$ cat config.mk
export PLATFORM = sky130hd
export DESIGN_NAME = csr_file
export DESIGN_NICKNAME = d
export VERILOG_FILES = /design/src/rtl/csr_pkg.sv /design/src/rtl/csr_counter64.sv /design/src/rtl/csr_file.sv
export SDC_FILE = /design/constraint.sdc
export NUM_CORES = 1
export LEC_CHECK = 0
export BUFFER_PORTS_ARGS = -buffer_cell sky130_fd_sc_hd__buf_2
export CELL_PAD_IN_SITES_DETAIL_PLACEMENT = 1
export CELL_PAD_IN_SITES_GLOBAL_PLACEMENT = 2
export CORE_ASPECT_RATIO = 1.5
export CORE_UTILIZATION = 35
export CTS_BUF_LIST = sky130_fd_sc_hd__clkbuf_8 sky130_fd_sc_hd__clkbuf_16
export CTS_CLUSTER_DIAMETER = 100
export DETAILED_ROUTE_END_ITERATION = 6
export PLACE_DENSITY_LB_ADDON = 0.1
export SLEW_MARGIN = 20
export SYNTH_ARGS = -nofsm -noshare
export SYNTH_HDL_FRONTEND = slang
export SYNTH_HIERARCHICAL = 1
export SYNTH_SLANG_ARGS = --single-unit
$ cat constraint.sdc
create_clock -name clk -period 6.7 [get_ports clk]
set_clock_uncertainty 0.1 [all_clocks]
set_input_delay 1.34 -clock clk [delete_from_list [all_inputs] [get_ports clk]]
set_output_delay 1.34 -clock clk [all_outputs]
set_load 0.01 [all_outputs]
$ cat src/rtl/csr_pkg.sv
// Shared definitions for the machine-mode CSR unit.
// Contents: the csr_op encoding, CSR address map, mstatus bit positions,
// trap cause codes, and a helper that flags read-only CSR addresses.
package csr_pkg;

    typedef enum logic [2:0] {
        OP_NONE   = 3'd0,
        OP_RW     = 3'd1,
        OP_RS     = 3'd2,
        OP_RC     = 3'd3,
        OP_ECALL  = 3'd4,
        OP_MRET   = 3'd5,
        OP_EBREAK = 3'd6
    } csr_op_e;

    localparam logic [11:0] ADDR_MSTATUS   = 12'h300;
    localparam logic [11:0] ADDR_MISA      = 12'h301;
    localparam logic [11:0] ADDR_MTVEC     = 12'h305;
    localparam logic [11:0] ADDR_MSCRATCH  = 12'h340;
    localparam logic [11:0] ADDR_MEPC      = 12'h341;
    localparam logic [11:0] ADDR_MCAUSE    = 12'h342;
    localparam logic [11:0] ADDR_MTVAL     = 12'h343;
    localparam logic [11:0] ADDR_MVENDORID = 12'hF11;
    localparam logic [11:0] ADDR_MARCHID   = 12'hF12;
    localparam logic [11:0] ADDR_MHARTID   = 12'hF14;

    localparam logic [11:0] ADDR_MCYCLE    = 12'hB00;
    localparam logic [11:0] ADDR_MINSTRET  = 12'hB02;
    localparam logic [11:0] ADDR_MCYCLEH   = 12'hB80;
    localparam logic [11:0] ADDR_MINSTRETH = 12'hB82;
    localparam logic [11:0] ADDR_CYCLE     = 12'hC00;
    localparam logic [11:0] ADDR_INSTRET   = 12'hC02;
    localparam logic [11:0] ADDR_CYCLEH    = 12'hC80;
    localparam logic [11:0] ADDR_INSTRETH  = 12'hC82;

    localparam int MSTATUS_MIE    = 3;
    localparam int MSTATUS_MPIE   = 7;
    localparam int MSTATUS_MPP_LO = 11;
    localparam int MSTATUS_MPP_HI = 12;

    localparam int CAUSE_ECALL_M    = 11;
    localparam int CAUSE_BREAKPOINT = 3;

    // Addresses with [11:10]=11 are read-only by the privileged address map.
    function automatic logic is_read_only(input logic [11:0] addr);
        return addr[11:10] == 2'b11;
    endfunction

endpackage

$ cat src/rtl/csr_counter64.sv
// 64-bit wrapping event counter with independently writable halves.
// Ports: clk, rst (sync, active high), inc (count enable), wr_lo/wr_hi
// (replace [31:0] / [63:32] from the matching half of wdata), value.
// Any write in a cycle takes precedence over the increment for that cycle.
module csr_counter64 (
    input  logic        clk,
    input  logic        rst,
    input  logic        inc,
    input  logic        wr_lo,
    input  logic        wr_hi,
    input  logic [63:0] wdata,
    output logic [63:0] value
);

    always_ff @(posedge clk) begin
        if (rst) begin
            value <= 64'd0;
        end else if (wr_lo || wr_hi) begin
            if (wr_lo) value[31:0]  <= wdata[31:0];
            if (wr_hi) value[63:32] <= wdata[63:32];
        end else if (inc) begin
            value <= value + 64'd1;
        end
    end

endmodule

$ cat src/rtl/csr_file.sv
// Machine-mode CSR unit: Zicsr read-modify-write, trap entry (ecall,
// ebreak, external exception) with MIE/MPIE stacking, and mret.
// Optional 64-bit mcycle/minstret counters when CSR_COUNTERS_EN is defined.
// Ports: clk, rst (sync, active high); csr_valid/csr_op/csr_addr/csr_wdata/
// csr_wsup describe the committing CSR instruction; pc is its PC;
// exc_valid/exc_cause/exc_tval report an external exception;
// instr_retire counts retirements. Outputs: csr_rdata (old value, comb),
// illegal, redirect_valid/redirect_pc (trap vector or mepc, comb).
module csr_file
    import csr_pkg::*;
#(
    parameter int          XLEN        = 32,
    parameter int          HART_ID     = 0,
    parameter logic [31:0] MTVEC_RESET = 32'h80000000,
    parameter logic [31:0] MISA_VAL    = 32'h40000100
) (
    input  logic            clk,
    input  logic            rst,
    input  logic            csr_valid,
    input  logic [2:0]      csr_op,
    input  logic [11:0]     csr_addr,
    input  logic [XLEN-1:0] csr_wdata,
    input  logic            csr_wsup,
    input  logic [XLEN-1:0] pc,
    input  logic            exc_valid,
    input  logic [XLEN-1:0] exc_cause,
    input  logic [XLEN-1:0] exc_tval,
    input  logic            instr_retire,
    output logic [XLEN-1:0] csr_rdata,
    output logic            illegal,
    output logic            redirect_valid,
    output logic [XLEN-1:0] redirect_pc
);

    logic            mie, mpie;
    logic [XLEN-1:0] mtvec, mepc, mcause, mtval, mscratch;

    logic            csr_act, trap_exc, trap_sw, do_mret, rw_op, wr_try, commit;
    logic            hit;
    logic [XLEN-1:0] rd_val, new_val;

`ifdef CSR_COUNTERS_EN
    logic [63:0] mcycle, minstret, cnt_wdata;
    logic        cyc_wr_lo, cyc_wr_hi, ins_wr_lo, ins_wr_hi;
`endif

    // exc_valid outranks everything, so it gates every csr_valid action.
    always_comb begin
        trap_exc = exc_valid;
        csr_act  = csr_valid && !exc_valid;
        trap_sw  = csr_act && (csr_op == OP_ECALL || csr_op == OP_EBREAK);
        do_mret  = csr_act && (csr_op == OP_MRET);
        rw_op    = csr_act && (csr_op == OP_RW || csr_op == OP_RS || csr_op == OP_RC);
        wr_try   = (csr_op == OP_RW) || !csr_wsup;
    end

    // Read mux; hit marks an implemented address.
    always_comb begin
        rd_val = '0;
        hit    = 1'b0;
        case (csr_addr)
            ADDR_MSTATUS: begin
                hit = 1'b1;
                rd_val[MSTATUS_MPP_HI:MSTATUS_MPP_LO] = 2'b11;
                rd_val[MSTATUS_MPIE] = mpie;
                rd_val[MSTATUS_MIE]  = mie;
            end
            ADDR_MISA:      begin hit = 1'b1; rd_val = XLEN'(MISA_VAL); end
            ADDR_MTVEC:     begin hit = 1'b1; rd_val = {mtvec[XLEN-1:2], 2'b00}; end
            ADDR_MSCRATCH:  begin hit = 1'b1; rd_val = mscratch; end
            ADDR_MEPC:      begin hit = 1'b1; rd_val = {mepc[XLEN-1:2], 2'b00}; end
            ADDR_MCAUSE:    begin hit = 1'b1; rd_val = mcause; end
            ADDR_MTVAL:     begin hit = 1'b1; rd_val = mtval; end
            ADDR_MVENDORID: hit = 1'b1;
            ADDR_MARCHID:   hit = 1'b1;
            ADDR_MHARTID:   begin hit = 1'b1; rd_val = XLEN'(HART_ID); end
`ifdef CSR_COUNTERS_EN
            ADDR_MCYCLE, ADDR_CYCLE:     begin hit = 1'b1; rd_val = XLEN'(mcycle); end
            ADDR_MINSTRET, ADDR_INSTRET: begin hit = 1'b1; rd_val = XLEN'(minstret); end
            ADDR_MCYCLEH, ADDR_CYCLEH: begin
                if (XLEN == 32) begin hit = 1'b1; rd_val = XLEN'(mcycle[63:32]); end
            end
            ADDR_MINSTRETH, ADDR_INSTRETH: begin
                if (XLEN == 32) begin hit = 1'b1; rd_val = XLEN'(minstret[63:32]); end
            end
`endif
            default: ;
        endcase
    end

    always_comb begin
        illegal = !rst && rw_op && (!hit || (is_read_only(csr_addr) && wr_try));
        commit  = rw_op && !illegal && wr_try;
        case (csr_op)
            OP_RS:   new_val = rd_val | csr_wdata;
            OP_RC:   new_val = rd_val & ~csr_wdata;
            default: new_val = csr_wdata;
        endcase
        csr_rdata      = (rw_op && !illegal) ? rd_val : '0;
        redirect_valid = !rst && (trap_exc || trap_sw || do_mret);
        if (trap_exc || trap_sw) redirect_pc = {mtvec[XLEN-1:2], 2'b00};
        else if (do_mret)        redirect_pc = {mepc[XLEN-1:2], 2'b00};
        else                     redirect_pc = '0;
    end

    always_ff @(posedge clk) begin
        if (rst) begin
            mie      <= 1'b0;
            mpie     <= 1'b0;
            mtvec    <= XLEN'(MTVEC_RESET);
            mepc     <= '0;
            mcause   <= '0;
            mtval    <= '0;
            mscratch <= '0;
        end else if (trap_exc || trap_sw) begin
            mepc <= {pc[XLEN-1:2], 2'b00};
            mpie <= mie;
            mie  <= 1'b0;
            if (trap_exc) begin
                mcause <= exc_cause;
                mtval  <= exc_tval;
            end else if (csr_op == OP_ECALL) begin
                mcause <= XLEN'(CAUSE_ECALL_M);
                mtval  <= '0;
            end else begin
                mcause <= XLEN'(CAUSE_BREAKPOINT);
                mtval  <= pc;
            end
        end else if (do_mret) begin
            mie  <= mpie;
            mpie <= 1'b1;
        end else if (commit) begin
            case (csr_addr)
                ADDR_MSTATUS: begin
                    mie  <= new_val[MSTATUS_MIE];
                    mpie <= new_val[MSTATUS_MPIE];
                end
                ADDR_MTVEC:    mtvec    <= {new_val[XLEN-1:2], 2'b00};
                ADDR_MSCRATCH: mscratch <= new_val;
                ADDR_MEPC:     mepc     <= {new_val[XLEN-1:2], 2'b00};
                ADDR_MCAUSE:   mcause   <= new_val;
                ADDR_MTVAL:    mtval    <= new_val;
                default: ;
            endcase
        end
    end

`ifdef CSR_COUNTERS_EN
    // For XLEN=32 each half takes the same 32-bit value; for XLEN=64 the
    // low address writes the whole counter.
    always_comb begin
        cnt_wdata = (XLEN == 32) ? {2{new_val[31:0]}} : 64'(new_val);
        cyc_wr_lo = commit && (csr_addr == ADDR_MCYCLE);
        ins_wr_lo = commit && (csr_addr == ADDR_MINSTRET);
        cyc_wr_hi = commit && (csr_addr == ((XLEN == 32) ? ADDR_MCYCLEH : ADDR_MCYCLE));
        ins_wr_hi = commit && (csr_addr == ((XLEN == 32) ? ADDR_MINSTRETH : ADDR_MINSTRET));
    end

    csr_counter64 u_mcycle (
        .clk   (clk),
        .rst   (rst),
        .inc   (1'b1),
        .wr_lo (cyc_wr_lo),
        .wr_hi (cyc_wr_hi),
        .wdata (cnt_wdata),
        .value (mcycle)
    );

    csr_counter64 u_minstret (
        .clk   (clk),
        .rst   (rst),
        .inc   (instr_retire),
        .wr_lo (ins_wr_lo),
        .wr_hi (ins_wr_hi),
        .wdata (cnt_wdata),
        .value (minstret)
    );
`else
    logic unused_retire;
    assign unused_retire = instr_retire;
`endif

endmodule

; ---- Word level (Yosys, flattened, before mapping)
; Index checks and enable logic that the tools add are counted.
[totals]
word_cells = 104
register_bits = 158
inputBits = 149
[classes]
bitwise_logic = 5
n_eq_ne = 18
n_reduce_logical = 39
n_mux = 35
[op_table]
columns = operator, count
row1 = two-way mux 32 bit, 18
row2 = one-hot mux 19 bit (6 select lines), 1
row3 = "equality test 12 x 10 -> 1 bit, second input constant", 7
row4 = one-hot mux 32 bit (2 select lines), 1
row5 = "equality test 12 bit, second input constant", 3
row6 = AND 32 bit, 1
row7 = inverter 32 bit, 1
row8 = OR 32 bit, 1
row9 = one-hot mux 3 bit (5 select lines), 2
row10 = one-hot mux 3 bit (6 select lines), 1
row11 = one-hot mux 1 bit (6 select lines), 2
row12 = one-hot mux 2 bit (6 select lines), 1
row13 = nonzero test 2 bit, 6
row14 = logical AND 1 bit, 10
row15 = OR reduction 10 bit, 1
row16 = "equality test 3 bit, second input constant", 3
row17 = AND reduction 3 bit, 3
row18 = two-way mux 1 bit, 8
row19 = AND reduction 4 bit, 2
row20 = logical OR 1 bit, 7
row21 = "equality test 3 x 2 -> 1 bit, second input constant", 2
row22 = nonzero test 3 bit, 2
row23 = zero test 1 bit, 5
row24 = two-way mux 4 bit, 1
row25 = 6 further kinds, 8

; ---- Depth between registers and ports, before layout
[logic_depth]
depth_word = 12
ltp_mapped = 8
ltp_nobuf = 5

; ---- Worst setup path before layout
; Ideal clock, no wire load.
[synth_timing]
kind = input to output
startpoint = in csr_addr[1]
endpoint = out csr_rdata[10]
n_path_buf = 2
t_required_ns = 5.260
arrival_time_ns = 2.770
path_stages = 7
setup_slack_ns = 2.490
cell_sequence = buf_4 > and4bb_1 > nand2_1 > nor2_1 > clkbuf_1 > a22oi_1 > nor2_1
[synth_between]
elab_chain_cells = 9
[synth_lines]
columns = element, line
row1 = "start, declared", csr_file.sv:21  ; input logic [11:0] csr_addr,
row2 = equality test 12 x 10 -> 1 bit or equality test 12 bit (tied branches), csr_file.sv:61  ; case (csr_addr)
row3 = OR reduction 10 bit (no source line), n/a
row4 = two-way mux 1 bit, csr_file.sv:61
row5 = zero test 1 bit, csr_file.sv:92  ; illegal = !rst && rw_op && (!hit || (is_read_only(csr_addr) && wr_try));
row6 = logical OR 1 bit, csr_file.sv:92
row7 = logical AND 1 bit, csr_file.sv:92
row8 = zero test 1 bit, csr_file.sv:99  ; csr_rdata = (rw_op && !illegal) ? rd_val : '0;
row9 = logical AND 1 bit, csr_file.sv:99
row10 = two-way mux 32 bit *, csr_file.sv:99
row11 = "end, declared", csr_file.sv:29  ; output logic [XLEN-1:0] csr_rdata,
; Mark *: on every way between the ends. The rest lies on a longest branch, timed or not.

; ---- Final worst setup path
[layout_timing]
startpoint = in csr_addr[0]
endpoint = out csr_rdata[11]
; Same word-level chain as after synthesis.

==> flow_summary.ini <==
[power]
seq_power_share_pct = 43.2
power.switching_w = 0.000661
p_leak_nw = 4.25
clockPowerShare_pct = 41.8
peakVddDrop_mv = 0.184
intPower_w = 0.00167
p_comb_share_pct = 15.0
p_per_area_nw_per_um2 = 214
switching_share_pct = 28.3

[worst_setup_path]
cpPeakStageDelay_ps = 600
worstPathRequired_ps = 5260
path_max_fanout = 45
cp_top_family = buffers and inverters
worstSetupStartpointType = primary input
path_buf_inv = 3
end_kind = output port
crit_type = primary input to output port
crit_chain = buf_4, buf_4, mux2_2, a32oi_1, a21oi_1, nor2_1, nor2_1, buf_2
arrival_ps = 3710
slowest_stage = buf_4

[finish]
fin_area_um2 = 10900
seqCellArea_um2 = 3160
multiInputGateArea_um2 = 5410
fillers = 3026
finalNonFillerCells = 1505
fin_util_pct = 43.2
layout-drive-gt1-share_pct = 28.3
nNetsFinal = 1312
area_growth_pct = 20.4

[routing]
vias = 9867
drtIter0Drc = 602
antenna_left = 0
drc = 0
viasPerCell = 6.56
first_pass_iters = 5
routedWlPerCell_um = 27.8
routed_wl_um = 41900

[timing]
finalHoldViolations = 0
max_freq_mhz = 194
max_slew.worst_pin.slew_ps = 1200
slew_violations = 0
finalSetupViolCount = 0
slew-limit-headroom_pct = 19.8
grt_setup_unrepaired = no
fin_crit_sh_pct = 76.9
fin_crit_ps = 5150
finalSetupTns_ps = 0

[clocking]
tritoncts = built
cts_buffers = 17
clk_latency_ps = 440
cts_setup_buffers = 0
cts.sinks = 158
htree_levels = 4
clk_path_buf_depth = 2
postCtsHoldBufs = 0
clkTransAtPathRegs_ps = 60
cts_resized = 0
cts_root_buf = clkbuf_16

[synthesis]
synth-seq-cells = 158
post-synth-top-count-cell = dfxtp_1
synth_common_cells = dfxtp_1, nor2_1, clkbuf_1, a22o_1
async_flop_share_pct = 0
syn-mean-instance-area_um2 = 8.91
ys_types = 72
synth_top_cell_by_area = dfxtp_1
ys_warn_count = 6
synth_enable_flop_cells = 0
ys.flop_type = dfxtp_1
yosysSeqAreaShare_pct = 34.9
syn-cell-area_um2 = 9060
yosys-top-cells-area = dfxtp_1, mux2i_1, a22o_1
synth_cells = 1016
synth_top_area_share_pct = 34.9

[floorplan]
dieArea_um2 = 26500
start_util_pct = 35.9
die_y_um = 199
coreArea_um2 = 25200
ios = 215
fp-row-count = 71
fp.dieW_um = 133

[grt]
grt_pass1_wl_um = 62200
antenna_found_initial = 1
grtUsageTotal_pct = 31.6
overflow = 0
grt_pass1_vias = 10000
grt_max_degree = 71

[place]
globalplace.congestion = 0.890
dp_cells = 1472
placedInstanceArea_um2 = 10300
port_buffers = 211
hpwl_um = 27400

[run_status]
status = finished, final reports clean

[run]
cap_violations = 0

[worst_hold_path]
hold_class = flop to flop
-- cell usage in the layout (no fill, tap or decap), drive strengths merged, types with 19 or more instances in the layout --
cell type,synthesis,routed
a32oi,32,32
clkbuf,77,19
nand4,28,28
o22ai,28,28
a221oi,29,29
o2bb2ai,53,53
a41oi,25,25
and3,32,32
nor2,79,79
a22oi,36,36
o21ai,71,71
mux2i,48,48
a31oi,26,26
a2111oi,27,27
a22o,54,54
buf,40,244
dfxtp,158,158
nand2,21,21
-- stage by stage --
stage / setup slack [ps] / power, W / hold WS, ps
2_1_floorplan: 2490 / 0.00123 / 324
4_1_cts: 1600 / 0.00235 / 365
5_1_grt: 1460 / 0.00242 / 375
3_5_place_dp: 1610 / 0.00138 / 346
3_3_place_gp: 1600 / 0.00137 / 338
6_report: 1550 / 0.00233 / 364
-- layer usage --
layer	vias up	part of all wire [%]	routed length (um)	GRT usage, %
met4	0	4.2	1740	15.9
met5	-	0	0	0
met1	4998	40	16900	37.7
met3	94	4.8	2010	4.18
li1	4398	-	-	-
met2	377	51	21200	55.2
-- power by group through the flow --
stage          Clock, W  Combinational, W  Sequential (W)
2_1_floorplan         0          0.000208         0.00102
3_3_place_gp          0          0.000344         0.00103
5_1_grt         0.00103          0.000376         0.00101
4_1_cts        0.000988          0.000349         0.00101
3_5_place_dp          0          0.000348         0.00103
6_report       0.000975          0.000351         0.00101
-- final cells by class --
| cell class | instances | area share (%) |
|---|---|---|
| Multi-Input combinational cell | 734 | 49.6 |
| Sequential cell | 158 | 29.0 |
| Clock buffer | 19 | 4.15 |
| Tap cell | 328 | 3.76 |
| Antenna cell | 1 | 0.0229 |
| Clock inverter | 13 | 1.11 |
| Inverter | 8 | 0.275 |
| Timing Repair Buffer | 244 | 12.1 |
-- cell families after synthesis --
family,synth area share (%)
buffers and inverters,6.02
AO/OA/AOI/OAI,37.3
flip-flops,34.9
XOR/XNOR,0.0967
other,0.0414
multiplexers,6.30
AND/OR/NAND/NOR,15.3
-- registers in the layout, summed over array words and instances, names as in the netlist --
name,cells
mepc,30
mtvec,30
mie,1
mtval,32
mcause,32
mpie,1
mscratch,32
-- worst paths after layout --
path / startpoint / end / slack [ps] / depth (start not counted)
worst min-delay path: mscratch[10] / mscratch[10] / 360 / 1
worst max-delay path: csr_addr[0] / csr_rdata[11] / 1550 / 8
worst max register to register: mtval[12] / mtval[12] / 4730 / 5
worst min register to register: mscratch[10] / mscratch[10] / 360 / 1
Note: power is estimated with default switching activity, not from simulation.
